$ cat src/rtl/ddr_arb_pkg.sv
// Shared types and helpers for the DDR arbiter write-side stages.
package ddr_arb_pkg;

  localparam int unsigned BURST_SIZE_W = 8;

  typedef enum logic [1:0] {
    ST_IDLE      = 2'd0,
    ST_REQ       = 2'd1,
    ST_DATA      = 2'd2,
    ST_WAIT_DONE = 2'd3
  } wr_state_e;

  function automatic int unsigned clog2(input int unsigned value);
    int unsigned res;
    res = 0;
    for (int unsigned i = 0; i < 32; i++) begin
      if ((64'd1 << i) < 64'(value)) res = i + 1;
    end
    return res;
  endfunction

  function automatic int unsigned burst_bytes(input int unsigned beats,
                                              input int unsigned data_width);
    return beats * (data_width / 8);
  endfunction

endpackage

$ cat src/rtl/ddr_wr_burst_ctrl_if.sv
// Stream-in / arbiter-write-port bundle of ddr_wr_burst_ctrl.
// OVF_COUNT_O exists only when DDR_WR_OVF_CNT_EN is defined.
interface ddr_wr_burst_ctrl_if #(
  parameter int unsigned AXI_DATA_WIDTH = 64,
  parameter int unsigned AXI_ADDR_WIDTH = 32,
  parameter int unsigned FIFO_DEPTH     = 64
) ();

  localparam int unsigned LVL_W = ddr_arb_pkg::clog2(FIFO_DEPTH) + 1;

  logic                                  FRAME_START_I;
  logic [AXI_ADDR_WIDTH-1:0]             BASE_ADDR_I;
  logic [AXI_DATA_WIDTH-1:0]             DATA_I;
  logic                                  DATA_VALID_I;
  logic                                  W_ACK_I;
  logic                                  W_DONE_I;
  logic                                  W_REQ_O;
  logic [AXI_ADDR_WIDTH-1:0]             W_START_ADDR_O;
  logic [ddr_arb_pkg::BURST_SIZE_W-1:0]  W_BURST_SIZE_O;
  logic [AXI_DATA_WIDTH-1:0]             W_DATA_O;
  logic                                  W_DATA_VALID_O;
  logic [LVL_W-1:0]                      FIFO_LEVEL_O;
  logic                                  OVERFLOW_O;
`ifdef DDR_WR_OVF_CNT_EN
  logic [15:0]                           OVF_COUNT_O;
`endif

  // Burst controller side: consumes the stream, drives the arbiter write port.
  modport master (
`ifdef DDR_WR_OVF_CNT_EN
    output OVF_COUNT_O,
`endif
    input  FRAME_START_I, BASE_ADDR_I, DATA_I, DATA_VALID_I, W_ACK_I, W_DONE_I,
    output W_REQ_O, W_START_ADDR_O, W_BURST_SIZE_O, W_DATA_O, W_DATA_VALID_O,
    output FIFO_LEVEL_O, OVERFLOW_O
  );

  // Source / arbiter side.
  modport slave (
`ifdef DDR_WR_OVF_CNT_EN
    input  OVF_COUNT_O,
`endif
    output FRAME_START_I, BASE_ADDR_I, DATA_I, DATA_VALID_I, W_ACK_I, W_DONE_I,
    input  W_REQ_O, W_START_ADDR_O, W_BURST_SIZE_O, W_DATA_O, W_DATA_VALID_O,
    input  FIFO_LEVEL_O, OVERFLOW_O
  );

endinterface

$ cat src/rtl/ddr_wr_fwft_fifo.sv
// Synchronous first-word-fall-through FIFO with flush; a write coinciding with flush is kept.
module ddr_wr_fwft_fifo
  import ddr_arb_pkg::*;
#(
  parameter int unsigned DATA_WIDTH = 64,
  parameter int unsigned DEPTH      = 64
) (
  input  logic                    clk,
  input  logic                    rst,
  input  logic                    flush,
  input  logic                    wr_en,
  input  logic [DATA_WIDTH-1:0]   wr_data,
  input  logic                    rd_en,
  output logic [DATA_WIDTH-1:0]   rd_data_c,
  output logic [clog2(DEPTH):0]   level,
  output logic                    full_c,
  output logic                    empty_c
);

  localparam int unsigned AW = clog2(DEPTH);
  localparam int unsigned LW = AW + 1;

  logic [DATA_WIDTH-1:0] mem_q [DEPTH];
  logic [AW-1:0]         wr_ptr_q;
  logic [AW-1:0]         rd_ptr_q;
  logic [LW-1:0]         count_q;
  logic                  push_c;
  logic                  pop_c;

  assign full_c    = (count_q == LW'(DEPTH));
  assign empty_c   = (count_q == '0);
  assign pop_c     = rd_en & ~empty_c;
  // A pop frees the slot in the same cycle, so a write to a full FIFO still lands.
  assign push_c    = wr_en & (~full_c | pop_c);
  assign rd_data_c = mem_q[rd_ptr_q];
  assign level     = count_q;

  always_ff @(posedge clk) begin
    if (flush) begin
      if (wr_en) mem_q[{AW{1'b0}}] <= wr_data;
    end else if (push_c) begin
      mem_q[wr_ptr_q] <= wr_data;
    end
  end

  always_ff @(posedge clk or posedge rst) begin
    if (rst) begin
      wr_ptr_q <= '0;
      rd_ptr_q <= '0;
      count_q  <= '0;
    end else if (flush) begin
      rd_ptr_q <= '0;
      wr_ptr_q <= AW'(wr_en);
      count_q  <= LW'(wr_en);
    end else begin
      wr_ptr_q <= wr_ptr_q + AW'(push_c);
      rd_ptr_q <= rd_ptr_q + AW'(pop_c);
      count_q  <= count_q + LW'(push_c) - LW'(pop_c);
    end
  end

endmodule

$ cat src/rtl/ddr_wr_burst_ctrl.sv
// Buffers an incoming beat stream and issues fixed-length write bursts to the DDR arbiter.
// Define DDR_WR_OVF_CNT_EN to add the saturating dropped-beat counter OVF_COUNT_O.
module ddr_wr_burst_ctrl
  import ddr_arb_pkg::*;
#(
  parameter int unsigned AXI_DATA_WIDTH = 64,
  parameter int unsigned AXI_ADDR_WIDTH = 32,
  parameter int unsigned BURST_LEN      = 16,
  parameter int unsigned FIFO_DEPTH     = 64
) (
  input logic                 SYS_CLK_I,
  input logic                 RESET_I,
  ddr_wr_burst_ctrl_if.master bus
);

  localparam int unsigned LVL_W       = clog2(FIFO_DEPTH) + 1;
  localparam int unsigned CNT_W       = clog2(BURST_LEN);
  localparam int unsigned BURST_BYTES = burst_bytes(BURST_LEN, AXI_DATA_WIDTH);

  wr_state_e                 state_q;
  wr_state_e                 state_d;
  logic                      pop_c;
  logic                      reload_c;
  logic                      advance_c;
  logic                      drop_c;
  logic                      fifo_rd_en_c;
  logic                      fifo_full_c;
  logic                      fifo_empty_c;
  logic [AXI_DATA_WIDTH-1:0] fifo_rd_data_c;
  logic [LVL_W-1:0]          fifo_level;

  logic                      frame_pending_q;
  logic                      w_req_q;
  logic                      w_valid_q;
  logic                      overflow_q;
  logic [AXI_DATA_WIDTH-1:0] w_data_q;
  logic [AXI_ADDR_WIDTH-1:0] addr_q;
  logic [CNT_W-1:0]          beat_cnt_q;

  ddr_wr_fwft_fifo #(
    .DATA_WIDTH (AXI_DATA_WIDTH),
    .DEPTH      (FIFO_DEPTH)
  ) u_fifo (
    .clk       (SYS_CLK_I),
    .rst       (RESET_I),
    .flush     (reload_c),
    .wr_en     (bus.DATA_VALID_I),
    .wr_data   (bus.DATA_I),
    .rd_en     (fifo_rd_en_c),
    .rd_data_c (fifo_rd_data_c),
    .level     (fifo_level),
    .full_c    (fifo_full_c),
    .empty_c   (fifo_empty_c)
  );

  assign fifo_rd_en_c = pop_c & ~fifo_empty_c;
  assign drop_c       = bus.DATA_VALID_I & fifo_full_c & ~fifo_rd_en_c & ~reload_c;

  always_ff @(posedge SYS_CLK_I or posedge RESET_I) begin
    if (RESET_I) state_q <= ST_IDLE;
    else         state_q <= state_d;
  end

  // Next state; each pop loads the following beat into the output register.
  always_comb begin
    state_d   = state_q;
    pop_c     = 1'b0;
    reload_c  = 1'b0;
    advance_c = 1'b0;
    case (state_q)
      ST_IDLE: begin
        if (frame_pending_q || bus.FRAME_START_I) begin
          reload_c = 1'b1;
        end else if (fifo_level >= LVL_W'(BURST_LEN)) begin
          state_d = ST_REQ;
        end
      end
      ST_REQ: begin
        if (bus.W_ACK_I) begin
          state_d = ST_DATA;
          pop_c   = 1'b1;
        end
      end
      ST_DATA: begin
        if (beat_cnt_q == CNT_W'(BURST_LEN - 1)) begin
          if (bus.W_DONE_I) begin
            state_d   = ST_IDLE;
            advance_c = 1'b1;
          end else begin
            state_d = ST_WAIT_DONE;
          end
        end else begin
          pop_c = 1'b1;
        end
      end
      ST_WAIT_DONE: begin
        if (bus.W_DONE_I) begin
          state_d   = ST_IDLE;
          advance_c = 1'b1;
        end
      end
      default: state_d = ST_IDLE;
    endcase
  end

  always_ff @(posedge SYS_CLK_I or posedge RESET_I) begin
    if (RESET_I) begin
      w_req_q         <= 1'b0;
      w_valid_q       <= 1'b0;
      w_data_q        <= '0;
      beat_cnt_q      <= '0;
      addr_q          <= '0;
      frame_pending_q <= 1'b0;
      overflow_q      <= 1'b0;
    end else begin
      w_req_q    <= (state_d == ST_REQ);
      w_valid_q  <= (state_d == ST_DATA);
      beat_cnt_q <= (state_q == ST_DATA) ? beat_cnt_q + CNT_W'(1) : '0;
      if (fifo_rd_en_c) w_data_q <= fifo_rd_data_c;

      // Reload wins over the advance of a burst that finished before the pending frame start.
      if (reload_c)       addr_q <= bus.BASE_ADDR_I;
      else if (advance_c) addr_q <= addr_q + AXI_ADDR_WIDTH'(BURST_BYTES);

      if (reload_c)                                     frame_pending_q <= 1'b0;
      else if (bus.FRAME_START_I && state_q != ST_IDLE) frame_pending_q <= 1'b1;

      if (reload_c)    overflow_q <= 1'b0;
      else if (drop_c) overflow_q <= 1'b1;
    end
  end

`ifdef DDR_WR_OVF_CNT_EN
  logic [15:0] ovf_cnt_q;

  always_ff @(posedge SYS_CLK_I or posedge RESET_I) begin
    if (RESET_I)                             ovf_cnt_q <= '0;
    else if (reload_c)                       ovf_cnt_q <= '0;
    else if (drop_c && ovf_cnt_q != 16'hFFFF) ovf_cnt_q <= ovf_cnt_q + 16'd1;
  end

  assign bus.OVF_COUNT_O = ovf_cnt_q;
`endif

  assign bus.W_REQ_O        = w_req_q;
  assign bus.W_START_ADDR_O = addr_q;
  assign bus.W_BURST_SIZE_O = BURST_SIZE_W'(BURST_LEN - 1);
  assign bus.W_DATA_O       = w_data_q;
  assign bus.W_DATA_VALID_O = w_valid_q;
  assign bus.FIFO_LEVEL_O   = fifo_level;
  assign bus.OVERFLOW_O     = overflow_q;

endmodule

$ cat src/flat_wrapper.sv
// flat-port wrapper written by rule: the top's interface ports become plain ports
module ddr_wr_burst_ctrl_flat import ddr_arb_pkg::*;
#(
  parameter int unsigned AXI_DATA_WIDTH = 64,
  parameter int unsigned AXI_ADDR_WIDTH = 32,
  parameter int unsigned BURST_LEN      = 16,
  parameter int unsigned FIFO_DEPTH     = 64
)
  (SYS_CLK_I, RESET_I, bus_FRAME_START_I, bus_BASE_ADDR_I, bus_DATA_I, bus_DATA_VALID_I, bus_W_ACK_I, bus_W_DONE_I, bus_W_REQ_O, bus_W_START_ADDR_O, bus_W_BURST_SIZE_O, bus_W_DATA_O, bus_W_DATA_VALID_O, bus_FIFO_LEVEL_O, bus_OVERFLOW_O);
  ddr_wr_burst_ctrl_if #(.AXI_DATA_WIDTH(AXI_DATA_WIDTH), .AXI_ADDR_WIDTH(AXI_ADDR_WIDTH), .FIFO_DEPTH(FIFO_DEPTH)) bus_i ();
  input logic SYS_CLK_I;
  input logic RESET_I;
  input wire logic [$bits(bus_i.FRAME_START_I)-1:0] bus_FRAME_START_I;
  input wire logic [$bits(bus_i.BASE_ADDR_I)-1:0] bus_BASE_ADDR_I;
  input wire logic [$bits(bus_i.DATA_I)-1:0] bus_DATA_I;
  input wire logic [$bits(bus_i.DATA_VALID_I)-1:0] bus_DATA_VALID_I;
  input wire logic [$bits(bus_i.W_ACK_I)-1:0] bus_W_ACK_I;
  input wire logic [$bits(bus_i.W_DONE_I)-1:0] bus_W_DONE_I;
  output wire logic [$bits(bus_i.W_REQ_O)-1:0] bus_W_REQ_O;
  output wire logic [$bits(bus_i.W_START_ADDR_O)-1:0] bus_W_START_ADDR_O;
  output wire logic [$bits(bus_i.W_BURST_SIZE_O)-1:0] bus_W_BURST_SIZE_O;
  output wire logic [$bits(bus_i.W_DATA_O)-1:0] bus_W_DATA_O;
  output wire logic [$bits(bus_i.W_DATA_VALID_O)-1:0] bus_W_DATA_VALID_O;
  output wire logic [$bits(bus_i.FIFO_LEVEL_O)-1:0] bus_FIFO_LEVEL_O;
  output wire logic [$bits(bus_i.OVERFLOW_O)-1:0] bus_OVERFLOW_O;
  assign bus_i.FRAME_START_I = bus_FRAME_START_I;
  assign bus_i.BASE_ADDR_I = bus_BASE_ADDR_I;
  assign bus_i.DATA_I = bus_DATA_I;
  assign bus_i.DATA_VALID_I = bus_DATA_VALID_I;
  assign bus_i.W_ACK_I = bus_W_ACK_I;
  assign bus_i.W_DONE_I = bus_W_DONE_I;
  assign bus_W_REQ_O = bus_i.W_REQ_O;
  assign bus_W_START_ADDR_O = bus_i.W_START_ADDR_O;
  assign bus_W_BURST_SIZE_O = bus_i.W_BURST_SIZE_O;
  assign bus_W_DATA_O = bus_i.W_DATA_O;
  assign bus_W_DATA_VALID_O = bus_i.W_DATA_VALID_O;
  assign bus_FIFO_LEVEL_O = bus_i.FIFO_LEVEL_O;
  assign bus_OVERFLOW_O = bus_i.OVERFLOW_O;
  ddr_wr_burst_ctrl #(.AXI_DATA_WIDTH(AXI_DATA_WIDTH), .AXI_ADDR_WIDTH(AXI_ADDR_WIDTH), .BURST_LEN(BURST_LEN), .FIFO_DEPTH(FIFO_DEPTH)) u_core (.SYS_CLK_I(SYS_CLK_I), .RESET_I(RESET_I), .bus(bus_i));
endmodule
$ cat config.mk
export PLATFORM = sky130hd
export DESIGN_NAME = ddr_wr_burst_ctrl_flat
export DESIGN_NICKNAME = d
export VERILOG_FILES = /design/src/rtl/ddr_arb_pkg.sv /design/src/rtl/ddr_wr_burst_ctrl_if.sv /design/src/rtl/ddr_wr_fwft_fifo.sv /design/src/rtl/ddr_wr_burst_ctrl.sv /design/src/flat_wrapper.sv
export SDC_FILE = /design/constraint.sdc
export NUM_CORES = 2
export LEC_CHECK = 0
export CORE_MARGIN = 3
export CORE_UTILIZATION = 25
export DETAILED_ROUTE_END_ITERATION = 7
export PLACE_DENSITY = 0.46
export SETUP_SLACK_MARGIN = 0.15
export SLEW_MARGIN = 20
export SYNTH_ARGS = -nofsm -noshare
export SYNTH_HDL_FRONTEND = slang
export SYNTH_SLANG_ARGS = --single-unit
$ cat constraint.sdc
create_clock -name SYS_CLK_I -period 8.4 [get_ports SYS_CLK_I]
set_clock_uncertainty 0.15 [all_clocks]
set_input_delay 0.84 -clock SYS_CLK_I [delete_from_list [all_inputs] [get_ports SYS_CLK_I]]
set_output_delay 0.84 -clock SYS_CLK_I [all_outputs]
set_load 0.01 [all_outputs]
### Word level (Yosys, flattened, before mapping)

Memory sizes are Yosys's and may differ from the RTL's. A register that Yosys moved wholly into a read port is not among the register bits.
Cells that the tools add are included.

| word-level totals | value |
|---|---|
| output and inout bits | 114 |
| memories kept | 1 |
| register bits | 61 |
| bits of input ports | 102 |
| memory bits (writable) | 4096 |
| word-level logic and storage cells | 79 |

Memory list:

| name | words | bits a word | read ports | clocked after Yosys merged registers in | write ports | RTL line | source |
|---|---|---|---|---|---|---|---|
| u_core.u_fifo.mem_q | 64 | 64 | 1 | 1 | 1 | ddr_wr_fwft_fifo.sv:23 | `logic [DATA_WIDTH-1:0] mem_q [DEPTH];` |

| operators by class | value |
|---|---|
| mux-type cells | 34 |
| order comparisons | 1 |
| equality and inequality tests | 7 |
| add/sub/neg operators | 6 |
| reduce and logical (&&, ||, !) cells | 9 |
| bitwise gates (word level) | 11 |

Operator list:

| kind | count |
|---|---|
| 32-bit 2-to-1 mux | 2 |
| 64-bit 2-to-1 mux | 1 |
| 64-bit OR reduction | 1 |
| 32-bit by 8-bit adder with 32-bit output, second input constant | 1 |
| 6-bit 2-to-1 mux | 3 |
| 1-bit 2-to-1 mux | 17 |
| 6-bit by 1-bit adder with 6-bit output | 2 |
| 2-bit 2-to-1 mux | 6 |
| 2-bit one-hot mux with 4 select lines | 1 |
| 2-bit nonzero test | 4 |
| 7-bit by 1-bit adder with 7-bit output | 1 |
| 7-bit == test, second input constant | 1 |
| 7-bit by 5-bit >= comparator with 1-bit output, second input constant | 1 |
| 7-bit zero test | 1 |
| 7-bit 2-to-1 mux | 1 |
| 7-bit by 1-bit subtractor with 7-bit output | 1 |
| 1-bit bitwise AND | 6 |
| 2-bit == test, second input constant | 3 |
| 4-bit by 1-bit adder with 4-bit output, second input constant | 1 |
| 2-bit by 1-bit == test with 1-bit output, second input constant | 2 |
| 4-bit == test, second input constant | 1 |
| 4-bit 2-to-1 mux | 1 |
| 1-bit inverter | 4 |
| 1-bit one-hot mux with 2 select lines | 2 |
| other kinds (4) | 4 |

### Longest topological paths before layout

| logic depth | value |
|---|---|
| depth after elaboration | 12 |
| gate-level depth with buffers | 18 |
| depth with buffers taken out | 16 |

### Hierarchy

From an unflattened synthesis, not the netlist that was laid out.

| second synthesis, totals | value |
|---|---|
| cells, all modules | 7330 |
| area, all modules | 162168.0 um^2 |

Modules (own cells, without submodules):

| module | cells each | area an instance (um^2) | instances |
|---|---|---|---|
| ddr_wr_fwft_fifo | 6934 | 157411.0 | 1 |
| ddr_wr_burst_ctrl | 396 | 4757.1 | 1 |

### Least setup slack after synthesis

OpenSTA, ideal clock, no wires.

| timing path | value |
|---|---|
| path kind | input -> register |
| start | in bus_W_ACK_I |
| end | mem u_core.u_fifo.mem_q[14][0] (enable) |
| arrival | 6.096 ns |
| stages | 6 |
| setup slack | 1.589 ns |
| cells stage by stage | a22o_1 -> a2111oi_2 -> nor3_2 -> nand4bb_1 -> clkbuf_1 -> nor3_1 |

| between the ends | value |
|---|---|
| word-level cells in the longest chain between the ends | 11 |
| elaborated cells on any way between the ends | 12 |

Ends and longest elaborated chain:

| what | RTL line | source |
|---|---|---|
| start: declaration | flat_wrapper.sv:17 | `input wire logic [$bits(bus_i.W_ACK_I)-1:0] bus_W_ACK_I;` |
| 1-bit 2-to-1 mux (*) | ddr_wr_burst_ctrl.sv:79 | `if (bus.W_ACK_I) begin` |
| 1-bit one-hot mux with 2 select lines (*) | ddr_wr_burst_ctrl.sv:70 | `case (state_q)` |
| 1-bit bitwise AND (*) | ddr_wr_burst_ctrl.sv:56 | `assign fifo_rd_en_c = pop_c & ~fifo_empty_c;` |
| 1-bit bitwise AND (*) | ddr_wr_fwft_fifo.sv:32 | `assign pop_c = rd_en & ~empty_c;` |
| 1-bit OR (*) | ddr_wr_fwft_fifo.sv:34 | `assign push_c = wr_en & (~full_c \| pop_c);` |
| 1-bit bitwise AND (*) | ddr_wr_fwft_fifo.sv:34 |  |
| 1-bit 2-to-1 mux (*) | ddr_wr_fwft_fifo.sv:41 | `end else if (push_c) begin` |
| 1-bit 2-to-1 mux (*) | ddr_wr_fwft_fifo.sv:39 | `if (flush) begin` |
| 1-bit 2-to-1 mux (implied by the code) (*) | ddr_wr_fwft_fifo.sv:42 | `mem_q[wr_ptr_q] <= wr_data;` |
| 64-bit OR reduction (no line) | - |  |
| 6-bit 2-to-1 mux (no line) / 1-bit 2-to-1 mux (equally long branches) | - |  |
| end: declaration | ddr_wr_fwft_fifo.sv:23 |  |

Mark *: on every way between the ends. The rest lies on a longest branch, timed or not.

### Worst setup path after layout

| timing path | value |
|---|---|
| start | reg u_core.state_q[0] |
| end | mem u_core.u_fifo.mem_q[55][53] (enable) |

| between the ends | value |
|---|---|
| word-level cells in the longest chain between the ends | 11 |
| elaborated cells on any way between the ends | 17 |

Ends and longest elaborated chain:

| what | RTL line | source |
|---|---|---|
| start: declaration | ddr_wr_burst_ctrl.sv:20 | `wr_state_e state_q;` |
| start signal: assignment | ddr_wr_burst_ctrl.sv:61 | `else state_q <= state_d;` |
| 2-bit == test / 2-bit by 1-bit == test with 1-bit output (equally long branches) | ddr_wr_burst_ctrl.sv:70 |  |
| 1-bit one-hot mux with 2 select lines | ddr_wr_burst_ctrl.sv:70 |  |
| 1-bit bitwise AND | ddr_wr_burst_ctrl.sv:56 |  |
| 1-bit bitwise AND | ddr_wr_fwft_fifo.sv:32 |  |
| 1-bit OR | ddr_wr_fwft_fifo.sv:34 |  |
| 1-bit bitwise AND | ddr_wr_fwft_fifo.sv:34 |  |
| 1-bit 2-to-1 mux | ddr_wr_fwft_fifo.sv:41 |  |
| 1-bit 2-to-1 mux | ddr_wr_fwft_fifo.sv:39 |  |
| 1-bit 2-to-1 mux (implied by the code) | ddr_wr_fwft_fifo.sv:42 |  |
| 64-bit OR reduction (no line) | - |  |
| 6-bit 2-to-1 mux (no line) / 1-bit 2-to-1 mux (equally long branches) | - |  |

Parallel ways exist; a longest one is shown, timed or not.

==> out/metrics.yaml <==
grt:
  grt_max_degree: 98
  grt_usage: 0.148
  grt.overflow.total: 0
  antenna_found_initial: 61
  grt_pass1_vias: 78400
  grt_pass1_wl_um: 677000
yosys:
  yosys_most_used_dff: "edfxtp_1"
  synth_most_common_cell: "edfxtp_1"
  synthCells: 6966
  synth.area.top_cells: "edfxtp_1 (77%), mux4_2 (15%), dfrtp_1 (2.0%), mux2i_1 (1.1%), o22ai_1 (0.94%)"
  ys_warn_count: 0
  syn_area_um2: 160000
  syn_avg_cell_area_um2: 23.0
  synth_commonest_cells: "edfxtp_1 (4096), mux4_2 (1054), o22ai_1 (241)"
  ys_seq_elements: 4221
  synth_edf_count: 4096
  yosys.area.top_type: "edfxtp_1"
  synth_top_area_share: 0.769
  synth_sequential_area_ratio: 0.788
  synthDistinctLibCells: 68
  async_reset_ff_frac: 0.0296
hold_path:
  holdCritPathClass: "primary input to flip-flop"
die:
  rows: 293
  fp.dieW_um: 806
  die_area_um2: 650000
  die_h_um: 806
  placeableCoreArea_um2: 637000
  pin_count: 216
  start_util: 0.251
setup_path:
  critPathCaptureType: "flip-flop"
  arrival_ps: 5440
  crit_path_frequent_cell: "buf_4"
  slowest_delay_ps: 990
  crit_buf_inv: 3
  r2r_setup_slack_ps: 3420
  worstPathCellList: "inv_1, ha_1, a22o_1, a2111oi_2, nor3_4, buf_4, nand4_1, nor2_4, buf_4"
  required_ps: 8860
  critical_path_class: "flip-flop to flip-flop"
  cpLargestDelayFamily: "simple AND/OR/NAND/NOR gates"
  slowest_stage: "nor2_4"
  critPathMaxFanout: 33
  start_kind: "flip-flop"
pwr:
  seq_power_share: 0.460
  combinationalPowerShare: 0.182
  switching_share: 0.267
  leakagePower_nw: 56.1
  total_power_mw: 52.7
  p_sw_mw: 14.1
  ir_drop_uv: 210
  p_per_area_nw_per_um2: 280
  pwr-share-clk: 0.357
  p_int_mw: 38.7
clock_network:
  cts_tree: "yes"
  cts_setup_buffers: 0
  htreeDepth: 5
  ctsResizeCount: 0
  path_clk_slew_ps: 60
  clockBufferDepth: 4
  cts_inserted_buffers: 433
  cts.sinks: 4221
  clock_latency_ps: 1030
  root_buffer: "clkbuf_16"
finish:
  layout.nets: 7655
  area_growth_pct: 17.8
  drive_gt1_frac: 0.274
placement:
  gp_congestion: 0.798
  dp_slack_ps: 2800
  io_buffer_count: 207
  hpwl_um: 302000
sta:
  finalCritPeriodShare: 0.593
  setup_tns_ps: 0
  timing.fmax_mhz: 201
  tightest_slew_ps: 1250
  finalHoldViolCount: 0
  relSlewSlack: 0.156
  slew_viol_final: 0
  min_period_ps: 4980
  setup_viol: 0
  setup_ws_ps: 3420
  rsz0062_at_grt: "no"
routing:
  dr.pass1.iters: 6
  drc: 0
  drt-total-wl_um: 496000
  drt_iter0_markers: 10000
  drt.antenna.violating_nets: 0
  vias: 78100
  wire_per_inst_um: 30.4
  avgViaCountPerCell: 4.79
flow_run:
  drv_cap: 0
outcome:
  status: "complete, no violations"
final timing paths:
check | startpoint | endpoint | cells past startpoint
max in group asynchronous | RESET_I | u_core.bus.W_DATA_O[37] | 4
min | bus_DATA_I[37] | u_core.u_fifo.mem_q[13][37] | 1
min in group asynchronous | RESET_I | u_core.bus.W_START_ADDR_O[22] | 2
max | u_core.state_q[0] | u_core.u_fifo.mem_q[55][53] | 9
min reg2reg | u_core.bus.W_START_ADDR_O[2] | u_core.bus.W_START_ADDR_O[2] | 2
max reg2reg | u_core.state_q[0] | u_core.u_fifo.mem_q[55][53] | 9
cell type report:
type                    count  area (um2)
diodes                     11        27.5
clock buffers             565       11600
clock inverters           235        2220
fillers                 61500      449000
inverters                  27         119
multi-input cells        2332       32800
flip-flops and latches   4221      126000
well taps                8407       10500
repair buffers            518        4970
flip-flops by register name, summed over array words and instances (netlist names), 2 cells and up:
| register | flops |
|---|---|
| u_core.bus.W_DATA_O | 64 |
| u_core.state_q | 2 |
| u_core.u_fifo.level | 7 |
| u_core.bus.W_START_ADDR_O | 32 |
| u_core.u_fifo.wr_ptr_q | 6 |
| u_core.beat_cnt_q | 4 |
| u_core.u_fifo.rd_ptr_q | 6 |
| u_core.u_fifo.mem_q | 4096 |
kinds of logic (layout without fill, tap and decap cells):
logic type,count (synthesis),after routing,synth area share
other,2,19,0.0000469
DFF,4221,4221,0.788
xor gates and xnor gates,36,36,0.00197
and+or+nand+nor,561,561,0.0167
buffers and inverters,419,1345,0.0123
muxes,1236,1236,0.160
adders and majority gates,20,20,0.00161
AOI/OAI and AO/OA,471,471,0.0194
power by group through the flow:
stage / Combinational, mW / Clock, mW / Sequential, mW
after global placement: 9.77 / 0 / 24.8
after detailed placement: 9.81 / 0 / 24.8
after global routing: 10.3 / 20.1 / 24.3
final: 9.61 / 18.8 / 24.3
after floorplan: 6.08 / 0 / 24.5
after CTS: 9.84 / 19.3 / 24.3
worst register-to-register path, stage by stage (launching register included):
cell       delay [ps]
dfrtp_1           430
inv_1             140
ha_1              320
a22o_1            280
a2111oi_2         160
nor3_4            220
buf_4             370
nand4_1           950
nor2_4            990
buf_4             630
layout by cell type, fill, tap and decap left out, drive strengths merged, types with 7 or more instances in the layout:
| master | netlist | layout |
|---|---|---|
| mux2i | 175 | 175 |
| a221oi | 10 | 10 |
| a22oi | 81 | 81 |
| nand4 | 15 | 15 |
| ha | 19 | 19 |
| nand3 | 128 | 128 |
| nand2 | 150 | 150 |
| diode | 0 | 11 |
| a21oi | 26 | 26 |
| edfxtp | 4096 | 4096 |
| buf | 206 | 366 |
| dlygate4sd3 | 0 | 9 |
| nor4 | 55 | 55 |
| clkinv | 0 | 175 |
| nand2b | 8 | 8 |
| nor2 | 116 | 116 |
| clkbuf | 186 | 565 |
| mux4 | 1054 | 1054 |
| dfrtp | 125 | 125 |
| a211oi | 15 | 15 |
| xnor2 | 22 | 22 |
| conb | 2 | 8 |
| clkdlybuf4s50 | 0 | 143 |
| o22ai | 241 | 241 |
| and2 | 11 | 11 |
| clkinvlp | 0 | 14 |
| xor2 | 14 | 14 |
| nor2b | 17 | 17 |
| o21ai | 47 | 47 |
| bufinv | 0 | 28 |
| inv | 27 | 45 |
| nor3 | 35 | 35 |
| mux2 | 7 | 7 |
what timing repair did:
| item | in CTS | in global routing |
|---|---|---|
| endpoints found under the setup margin | 0 | 0 |
| hold endpoints to repair | 97 | 0 |
| hold buffers | 9 | 0 |
routing by layer:
metal | part of all wire | vias up | global-route usage
met1 | 0.44 | 43200 | 0.218
li1 | - | 31000 | -
met3 | 0.087 | 532 | 0.0335
met2 | 0.45 | 3409 | 0.227
met4 | 0.017 | 4 | 0.0254
met5 | 0.00029 | - | 0.00147
metrics by stage:
| step | instance area [um2] | utilization | std cells | hold WS, ps |
|---|---|---|---|---|
| 6_report | 188000 | 0.296 | 16300 | 126 |
| 3_5_place_dp | 174000 | 0.274 | 15500 | 311 |
| 3_3_place_gp | 174000 | 0.273 | 15500 | 306 |
| 5_1_grt | 188000 | 0.296 | 16300 | 74.1 |
| 4_1_cts | 188000 | 0.295 | 16300 | 19.0 |
| 2_1_floorplan | 160000 | - | 6972 | 282 |
(Power assumes the default switching activity.)
